### src/rtl/chroma_key_pkg.sv
// Shared types and constants for the chroma-key pixel stage.
package chroma_key_pkg;

  localparam int unsigned DEF_PIX_W = 24;
  localparam int unsigned DEF_CNT_W = 32;

  // Control word layout.
  localparam int unsigned CTRL_EN_BIT  = 0;
  localparam int unsigned CTRL_TOL_LSB = 8;
  localparam int unsigned CTRL_TOL_MSB = 15;

  // RGB888 packed as R[23:16] G[15:8] B[7:0].
  typedef struct packed {
    logic [7:0] r;
    logic [7:0] g;
    logic [7:0] b;
  } pixel_t;

  function automatic logic [7:0] abs_diff8(input logic [7:0] a, input logic [7:0] b);
    return (a >= b) ? (a - b) : (b - a);
  endfunction

endpackage

### src/rtl/chroma_key_diff.sv
// Combinational per-channel absolute difference of two RGB888 values.
module chroma_key_diff
  import chroma_key_pkg::*;
(
  input  logic [23:0] pix,
  input  logic [23:0] key,
  output logic [7:0]  diff_r,
  output logic [7:0]  diff_g,
  output logic [7:0]  diff_b
);

  pixel_t p;
  pixel_t k;

  assign p = pixel_t'(pix);
  assign k = pixel_t'(key);

  // Unsigned |pix_c - key_c| for each channel.
  always_comb begin
    diff_r = abs_diff8(p.r, k.r);
    diff_g = abs_diff8(p.g, k.g);
    diff_b = abs_diff8(p.b, k.b);
  end

endmodule

### src/rtl/chroma_key_core.sv
// Two-stage streaming chroma-key stage: pixels close to the key colour are replaced
// by the background colour. Optional per-frame keyed-pixel statistics are built when
// CHROMA_KEY_STATS_EN is defined; otherwise stat_data/stat_we are tied to 0.
module chroma_key_core
  import chroma_key_pkg::*;
#(
  parameter int unsigned PIX_W = DEF_PIX_W,
  parameter int unsigned CNT_W = DEF_CNT_W
) (
  input  logic             clock,
  input  logic             reset,
  input  logic [31:0]      cfg_key,
  input  logic [31:0]      cfg_bg,
  input  logic [31:0]      cfg_ctrl,
  input  logic [PIX_W-1:0] din_data,
  input  logic             din_valid,
  input  logic             din_sop,
  input  logic             din_eop,
  output logic             din_ready,
  output logic [PIX_W-1:0] dout_data,
  output logic             dout_valid,
  output logic             dout_sop,
  output logic             dout_eop,
  input  logic             dout_ready,
  output logic [CNT_W-1:0] stat_data,
  output logic             stat_we
);

  logic             adv;
  logic             s2_valid;
  logic [PIX_W-1:0] s2_data;
  logic             s2_sop;
  logic             s2_eop;

  // Per-frame shadow configuration.
  logic [23:0] sh_key;
  logic [23:0] sh_bg;
  logic [7:0]  sh_tol;
  logic        sh_en;

  // Configuration that applies to the pixel currently at the input.
  logic [23:0] sel_key;
  logic [23:0] sel_bg;
  logic [7:0]  sel_tol;
  logic        sel_en;

  logic [7:0] d_r;
  logic [7:0] d_g;
  logic [7:0] d_b;

  logic             s1_valid;
  logic [PIX_W-1:0] s1_pix;
  logic             s1_sop;
  logic             s1_eop;
  logic [7:0]       s1_dr;
  logic [7:0]       s1_dg;
  logic [7:0]       s1_db;
  logic [PIX_W-1:0] s1_bg;
  logic [7:0]       s1_tol;
  logic             s1_en;
  logic             s1_keyed;

  logic unused_cfg;
  assign unused_cfg = ^{cfg_key[31:24], cfg_bg[31:24], cfg_ctrl[31:16], cfg_ctrl[7:1]};

  assign adv       = ~s2_valid | dout_ready;
  assign din_ready = adv;

  // A sop pixel starts a new frame, so it already sees the freshly written registers.
  always_comb begin
    sel_key = sh_key;
    sel_bg  = sh_bg;
    sel_tol = sh_tol;
    sel_en  = sh_en;
    if (din_sop) begin
      sel_key = cfg_key[23:0];
      sel_bg  = cfg_bg[23:0];
      sel_tol = cfg_ctrl[CTRL_TOL_MSB:CTRL_TOL_LSB];
      sel_en  = cfg_ctrl[CTRL_EN_BIT];
    end
  end

  chroma_key_diff u_diff (
    .pix    (din_data[23:0]),
    .key    (sel_key),
    .diff_r (d_r),
    .diff_g (d_g),
    .diff_b (d_b)
  );

  // Latch the frame configuration when a sop pixel is accepted.
  always_ff @(posedge clock) begin
    if (reset) begin
      sh_key <= '0;
      sh_bg  <= '0;
      sh_tol <= '0;
      sh_en  <= 1'b0;
    end else if (din_valid && adv && din_sop) begin
      sh_key <= sel_key;
      sh_bg  <= sel_bg;
      sh_tol <= sel_tol;
      sh_en  <= sel_en;
    end
  end

  // Stage 1: register pixel, qualifiers, channel differences and the pixel's frame config.
  // Carrying the config per pixel keeps the previous frame's tail keyed with its own settings.
  always_ff @(posedge clock) begin
    if (reset) begin
      s1_valid <= 1'b0;
      s1_pix   <= '0;
      s1_sop   <= 1'b0;
      s1_eop   <= 1'b0;
      s1_dr    <= '0;
      s1_dg    <= '0;
      s1_db    <= '0;
      s1_bg    <= '0;
      s1_tol   <= '0;
      s1_en    <= 1'b0;
    end else if (adv) begin
      s1_valid <= din_valid;
      s1_pix   <= din_data;
      s1_sop   <= din_sop;
      s1_eop   <= din_eop;
      s1_dr    <= d_r;
      s1_dg    <= d_g;
      s1_db    <= d_b;
      s1_bg    <= PIX_W'(sel_bg);
      s1_tol   <= sel_tol;
      s1_en    <= sel_en;
    end
  end

  assign s1_keyed = s1_en & (s1_dr <= s1_tol) & (s1_dg <= s1_tol) & (s1_db <= s1_tol);

  // Stage 2: registered output with background substitution.
  always_ff @(posedge clock) begin
    if (reset) begin
      s2_valid <= 1'b0;
      s2_data  <= '0;
      s2_sop   <= 1'b0;
      s2_eop   <= 1'b0;
    end else if (adv) begin
      s2_valid <= s1_valid;
      s2_data  <= s1_keyed ? s1_bg : s1_pix;
      s2_sop   <= s1_sop;
      s2_eop   <= s1_eop;
    end
  end

  assign dout_valid = s2_valid;
  assign dout_data  = s2_data;
  assign dout_sop   = s2_sop;
  assign dout_eop   = s2_eop;

`ifdef CHROMA_KEY_STATS_EN
  logic             s2_keyed;
  logic             out_xfer;
  logic [CNT_W-1:0] cnt_q;
  logic [CNT_W-1:0] cnt_next;
  logic [CNT_W-1:0] stat_q;
  logic             stat_we_q;

  assign out_xfer = s2_valid & dout_ready;

  // Keyed flag travels alongside the stage-2 pixel.
  always_ff @(posedge clock) begin
    if (reset) begin
      s2_keyed <= 1'b0;
    end else if (adv) begin
      s2_keyed <= s1_valid & s1_keyed;
    end
  end

  // Saturating count including the pixel now leaving stage 2.
  always_comb begin
    cnt_next = cnt_q;
    if (s2_keyed && (cnt_q != '1)) begin
      cnt_next = cnt_q + CNT_W'(1);
    end
  end

  // Count keyed output transfers; publish and clear on the eop transfer.
  always_ff @(posedge clock) begin
    if (reset) begin
      cnt_q     <= '0;
      stat_q    <= '0;
      stat_we_q <= 1'b0;
    end else begin
      stat_we_q <= 1'b0;
      if (out_xfer) begin
        if (s2_eop) begin
          stat_q    <= cnt_next;
          stat_we_q <= 1'b1;
          cnt_q     <= '0;
        end else begin
          cnt_q <= cnt_next;
        end
      end
    end
  end

  assign stat_data = stat_q;
  assign stat_we   = stat_we_q;
`else
  assign stat_data = '0;
  assign stat_we   = 1'b0;
`endif

endmodule
### config.mk
export PLATFORM = sky130hd
export DESIGN_NAME = chroma_key_core
export DESIGN_NICKNAME = d
export VERILOG_FILES = /design/src/rtl/chroma_key_pkg.sv /design/src/rtl/chroma_key_diff.sv /design/src/rtl/chroma_key_core.sv
export SDC_FILE = /design/constraint.sdc
export NUM_CORES = 1
export LEC_CHECK = 0
export BUFFER_PORTS_ARGS = -buffer_cell sky130_fd_sc_hd__buf_4
export CORE_UTILIZATION = 40
export DETAILED_ROUTE_END_ITERATION = 8
export PLACE_DENSITY = 0.61
export SLEW_MARGIN = 20
export SYNTH_ARGS = -nofsm -noshare
export SYNTH_HDL_FRONTEND = slang
export SYNTH_SLANG_ARGS = --single-unit
### constraint.sdc
create_clock -name clock -period 5.75 [get_ports clock]
set_input_delay 1.15 -clock clock [delete_from_list [all_inputs] [get_ports clock]]
set_output_delay 1.15 -clock clock [all_outputs]
set_load 0.005 [all_outputs]
==> results of run 1 <==
==> final timing paths <==
check	start	end
max	din_sop	s1_db[7]
min	s1_pix[0]	s1_pix[0]
max reg2reg	s1_tol[3]	dout_data[16]
min reg2reg	s1_pix[0]	s1_pix[0]
==> metrics by stage <==
stage / std cells / hold slack, ps / total power (W)
final: 1552 / 446.6 / 0.003231
after detailed placement: 1520 / 443.0 / 0.002097
after CTS: 1552 / 451.0 / 0.003260
after global routing: 1552 / 467.4 / 0.003417
after global placement: 1520 / 436.5 / 0.002086
after floorplan: 1190 / 428.4 / 0.001871
==> power groups by stage <==
stage	registers [W]	clock network, W	logic [W]
after floorplan	0.00132	0	0.000550
after global placement	0.00134	0	0.000750
after detailed placement	0.00134	0	0.000759
after CTS	0.00131	0.00119	0.000762
after global routing	0.00132	0.00124	0.000858
final	0.00131	0.00116	0.000761
==> metal layers <==
| metal | GRT usage | wire, um | share of wire | vias up |
|---|---|---|---|---|
| met5 | 0 | 0 | 0 | - |
| met1 | 0.2954 | 12030 | 0.49 | 3754 |
| li1 | - | - | - | 4135 |
| met2 | 0.3344 | 11240 | 0.45 | 184 |
| met3 | 0.02667 | 1042 | 0.042 | 26 |
| met4 | 0.07283 | 474 | 0.019 | 0 |
==> cells in the mapped netlist (all sizes together), types with 7 or more instances <==
| cell | instances |
|---|---|
| inv | 67 |
| o211ai | 19 |
| and4 | 7 |
| o21ai | 47 |
| clkbuf | 56 |
| nor2 | 96 |
| dfxtp | 168 |
| a21oi | 119 |
| buf | 51 |
| ha | 69 |
| a21o | 7 |
| nand3 | 34 |
| mux2i | 72 |
| nand2 | 175 |
| a211oi | 59 |
| a311oi | 24 |
| nand2b | 8 |
==> cells by family after synthesis <==
kind of cell,Yosys count,synth area share
and+or+nand+nor,362,0.1683
AOI/OAI and AO/OA,297,0.2019
buffers and inverters,174,0.08441
DFF,168,0.3557
adders and majority gates,75,0.1040
muxes,75,0.07978
xor gates and xnor gates,6,0.005557
other,1,0.0003965
==> final cells by class <==
type	count	area [um2]
Fill cell	2256	11940
Multi-Input combinational cell	848	5439
Clock inverter	12	127.6
Inverter	67	254.0
Tap cell	313	391.6
Timing Repair Buffer	124	934.6
Clock buffer	20	466.7
Sequential cell	168	3363
==> sequential cells by signal, indices dropped and copies added (netlist names), 8 cells and up <==
signal     flops
dout_data     24
sh_bg         24
sh_tol         8
s1_dr          8
s1_db          8
s1_bg         24
s1_tol         8
s1_dg          8
sh_key        24
s1_pix        24
==> tightest hold or removal path: cells and delay by family, from the launching register on <==
| kind | cells | cell delay (ps) |
|---|---|---|
| flops | 1 | 310 |
| simple gates | 1 | 50 |
| compound gates | 1 | 50 |
==> run metrics, run 1 <==
CP max-delay cell buf_4; Leakage ~4.9 nW; Synth Flop Type dfxtp_1; Routed WL between 20 and 25 mm; fin. max-slew vios 0; Worst-path clk slew approximately 70 ps; r2r setup slk between 3000 and 4000 ps; sequential share of the synthesized area 0.3556; combinational share of power 0.236; Worst setup EP type flip-flop; Yosys top cell area share 0.3556; Worst Path Buf+Inv 2; Post-Syn Instances 1,158; Clock Tree Buf Depth 2; most common cell after layout, fill and taps aside nand2_1; internal power 0.002214 W; most frequent cells in the layout nand2_1, dfxtp_1, buf_4; CTS Hold Bufs 0; initial core utilization 0.4127; initial antenna violation count 0; GPL Wtd Cong a little under 0.9; GRT Total Usage 0.2114; root buf cell clkbuf_16; Setup crit start kind primary input; clock network fraction of total power 0.358; CTS Buf Count 17; hpwl dp 17.51 mm; post-CTS sizing 0; core area 22,920 um2; synth top area cells dfxtp_1, ha_1, mux2i_1; pwr dens 294.3 nW/um2; unrepaired setup endpoints after global routing no; worst hold path class reg -> reg; Sw Share 0.3147; Starting DRT DRC Count 494; distinct cell type count after synthesis 53; area of the die 24,260 um2; Hold Vio Cnt, Final 0; total of max-cap violations 0; sinks on the clock net 168; FP Rows 55; drt drc 0; setup_tns 0 ps; Synth area leader dfxtp_1; drt pass-1 iters 5; post-layout minimum cycle time ~3800 ps; PortBufs about 110; hold depth 2; Die H 155.8 um; Worst VDD drop between 0.15 and 0.2 mV; post-route cell area ~11,000 um2; first-pass GRT wire length roughly 40 mm; Placed Area 10,380 um2; Max FO, Critical Path 39; Chip Width 155.8 um; DRT antenna net count 0; Post-Synthesis Cell Area 9457 um2; Max Clock Freq 263.0 MHz; n_diodes 0; final setup margin 1948 ps; Crit path largest cell delay 560 ps; vias in the first global route around 7,700; final setup fails 0; Via density 5.218; switching power of the nets roughly 0.0010 W; worst skew pair latency 430 ps; TritonCTS clock tree built; Critical Path AT 4140 ps; I/O Pins 187; share of layout cells above drive strength 1 0.1404; sequential power share 0.406; pre-CTS setup slack between 1000 and 1500 ps; Setup Buffers After CTS 0; WP depth 10; Area Growth Syn to Fin 16.08%; r2r worst-path depth 8; H-tree depth 4; CP Class in -> reg; largest net degree at the start of global routing between 100 and 150; fin crit share 0.6612; FFs w/ async S/R, synth 0; Layout Utilization 0.4790; syn avg cell area 8.166 um2; Post-synth EDFFs 0; critical path cell sequence buf_4 -> mux2i_1 -> inv_1 -> ha_1 -> or2b_1 -> a21oi_1 -> or4_1 -> a311o_1 -> and4_4 -> nor4_1; Worst-Margin Slew about 940 ps; final setup skew 9.970 ps; status finished, final reports clean; register bit total from synthesis roughly 170; nets 1,427; Vias 8,099; synthesis warning total 0; required time worst endpoint 6090 ps; Avg WL per Cell 15.97 um; total gr overflow 0; delay-heaviest family, CP simple AND/OR/NAND/NOR gates; relative slew slack 0.3759
Note: power is estimated with default switching activity, not from simulation.
==> inputs of run 2 (changes only) <==
- clock period: 5.75 -> 3.7 ns (I/O delays scaled with it)
==> run 2 against run 1 <==
  * Sequential power grew 56%
  * Hold slack gained 2.5 ps
  * First-iteration DRC count shrank 14%
  * Register-to-register slack lost 1900 ps
  * Routed wire length shrank 0.16%
  * Combinational power grew 59%
  * Count of clock-buffer cells in the layout shrank 1
  * Via count is essentially flat
  * Critical path type unchanged
==> run metrics, run 2 (synthesis gave the netlist of run 1 again) <==
total gr overflow 0; CTS Hold Bufs 0; multi-input combinational cell area 5435 um2; CP Class in -> reg; Crit path largest cell delay 420 ps; switching power of the nets 0.001590 W; unrepaired setup endpoints after global routing no; Critical Path AT 3280 ps; Leakage 4.930 nW; setup_tns 0 ps; first-pass GRT wire length 39.39 mm; hpwl dp 17.92 mm; worst hold path class reg -> reg; most common cell after layout, fill and taps aside nand2_1; critical path cell sequence buf_4 -> buf_12 -> mux2i_1 -> inv_1 -> ha_1 -> fa_1 -> o211ai_1 -> a21o_1 -> mux2i_1 -> o32a_1 -> o211ai_1; internal power 0.003340 W; sequential power share 0.413; I/O Pins 187; Avg WL per Cell 15.81 um; sinks on the clock net 168; root buf cell clkbuf_16; final setup skew 12.85 ps; PortBufs 114; Setup Buffers After CTS 0; GPL Wtd Cong 0.8828; Clock Tree Buf Depth 2; worst hold slack 449.1 ps; TritonCTS clock tree built; Setup crit start kind primary input; Max FO, Critical Path 23; placed cell count 1,533; combinational share of power 0.245; largest net degree at the start of global routing 77; drt pass-1 iters 5; required time worst endpoint 4000 ps; n_diodes 0; Hold Vio Cnt, Final 0; fin crit share 0.8060; DRT antenna net count 0; vias in the first global route 7,435; Max Clock Freq 335.3 MHz; Starting DRT DRC Count 424; Finished Layout Cells 1,565; Area Growth Syn to Fin 16.94%; Worst-Margin Slew 706.4 ps; Worst setup EP type flip-flop; drt drc 0; relative slew slack 0.5290; status finished, final reports clean; final setup fails 0; post-CTS sizing 0; Routed WL 24.74 mm; Via density 5.173; filler cell count 2,287; CP max-delay cell fa_1; Sw Share 0.3225; Worst-path clk slew 70 ps; hold depth 2; share of layout cells above drive strength 1 0.1470; pwr dens 445.8 nW/um2; worst skew pair latency about 430 ps; register area 3363 um2; CTS Buf Count 17; area of the die 24,260 um2; clock network fraction of total power 0.342; GRT Total Usage 0.2065; initial antenna violation count 0; total of max-cap violations 0; most frequent cells in the layout nand2_1, dfxtp_1, buf_4; Vias 8,096; initial core utilization 0.4127; FP Rows 55; post-layout minimum cycle time just under 3000 ps; H-tree depth 4; fin. max-slew vios 0; Chip Width 155.8 um; nets 1,440; core area 22,920 um2; Worst VDD drop about 0.35 mV; Die H roughly 160 um; r2r worst-path depth 9
==> run 2: worst paths after layout <==
path	start	endpoint	slack (ps)
setup / recovery	din_sop	s1_dg[3]	720
hold reg to reg	s1_pix[17]	s1_pix[17]	450
hold / removal	s1_pix[17]	s1_pix[17]	450
setup reg to reg	s1_tol[3]	dout_data[9]	1120
==> run 2: metrics by stage <==
step / setup WS (ps) / total power [W] / util / cell area (um2)
6_report: 717.8 / 0.004930 / 0.4826 / 11060
5_1_grt: 528.7 / 0.005205 / 0.4826 / 11060
4_1_cts: 739.1 / 0.004971 / 0.4826 / 11060
3_5_place_dp: 292.2 / 0.003282 / 0.4586 / 10510
3_3_place_gp: 314.9 / 0.003264 / 0.4586 / 10510
2_1_floorplan: 32.86 / 0.002907 / - / 9577
==> run 2: layer usage <==
metal / GRT usage / share of wire
met1: 0.2954 / 0.50
met2: 0.3291 / 0.46
met3: 0.02833 / 0.036
met4: 0.04342 / 0.0086
met5: 0 / 0
==> run 2: area by class of cell <==
class | instances | area share
Clock inverter | 13 | 0.01041
Tap cell | 313 | 0.03542
Multi-Input combinational cell | 848 | 0.4915
Clock buffer | 19 | 0.03915
Sequential cell | 168 | 0.3041
Timing Repair Buffer | 137 | 0.09640
Inverter | 67 | 0.02297
==> run 2: critical path: cells and delay by family <==
| kind | cells | cell delay [ps] |
|---|---|---|
| AOI/OAI and AO/OA | 4 | 880 |
| adders and majority gates | 2 | 630 |
| buffers and inverters | 3 | 360 |
| muxes | 2 | 620 |
==> run 2: power groups by stage <==
stage,Clock [W],Sequential (W),Combinational (W)
floorplan,0,0.00205,0.000855
global placement,0,0.00207,0.00119
detailed placement,0,0.00208,0.00120
CTS,0.00173,0.00204,0.00121
global route,0.00180,0.00205,0.00135
finish,0.00169,0.00204,0.00121
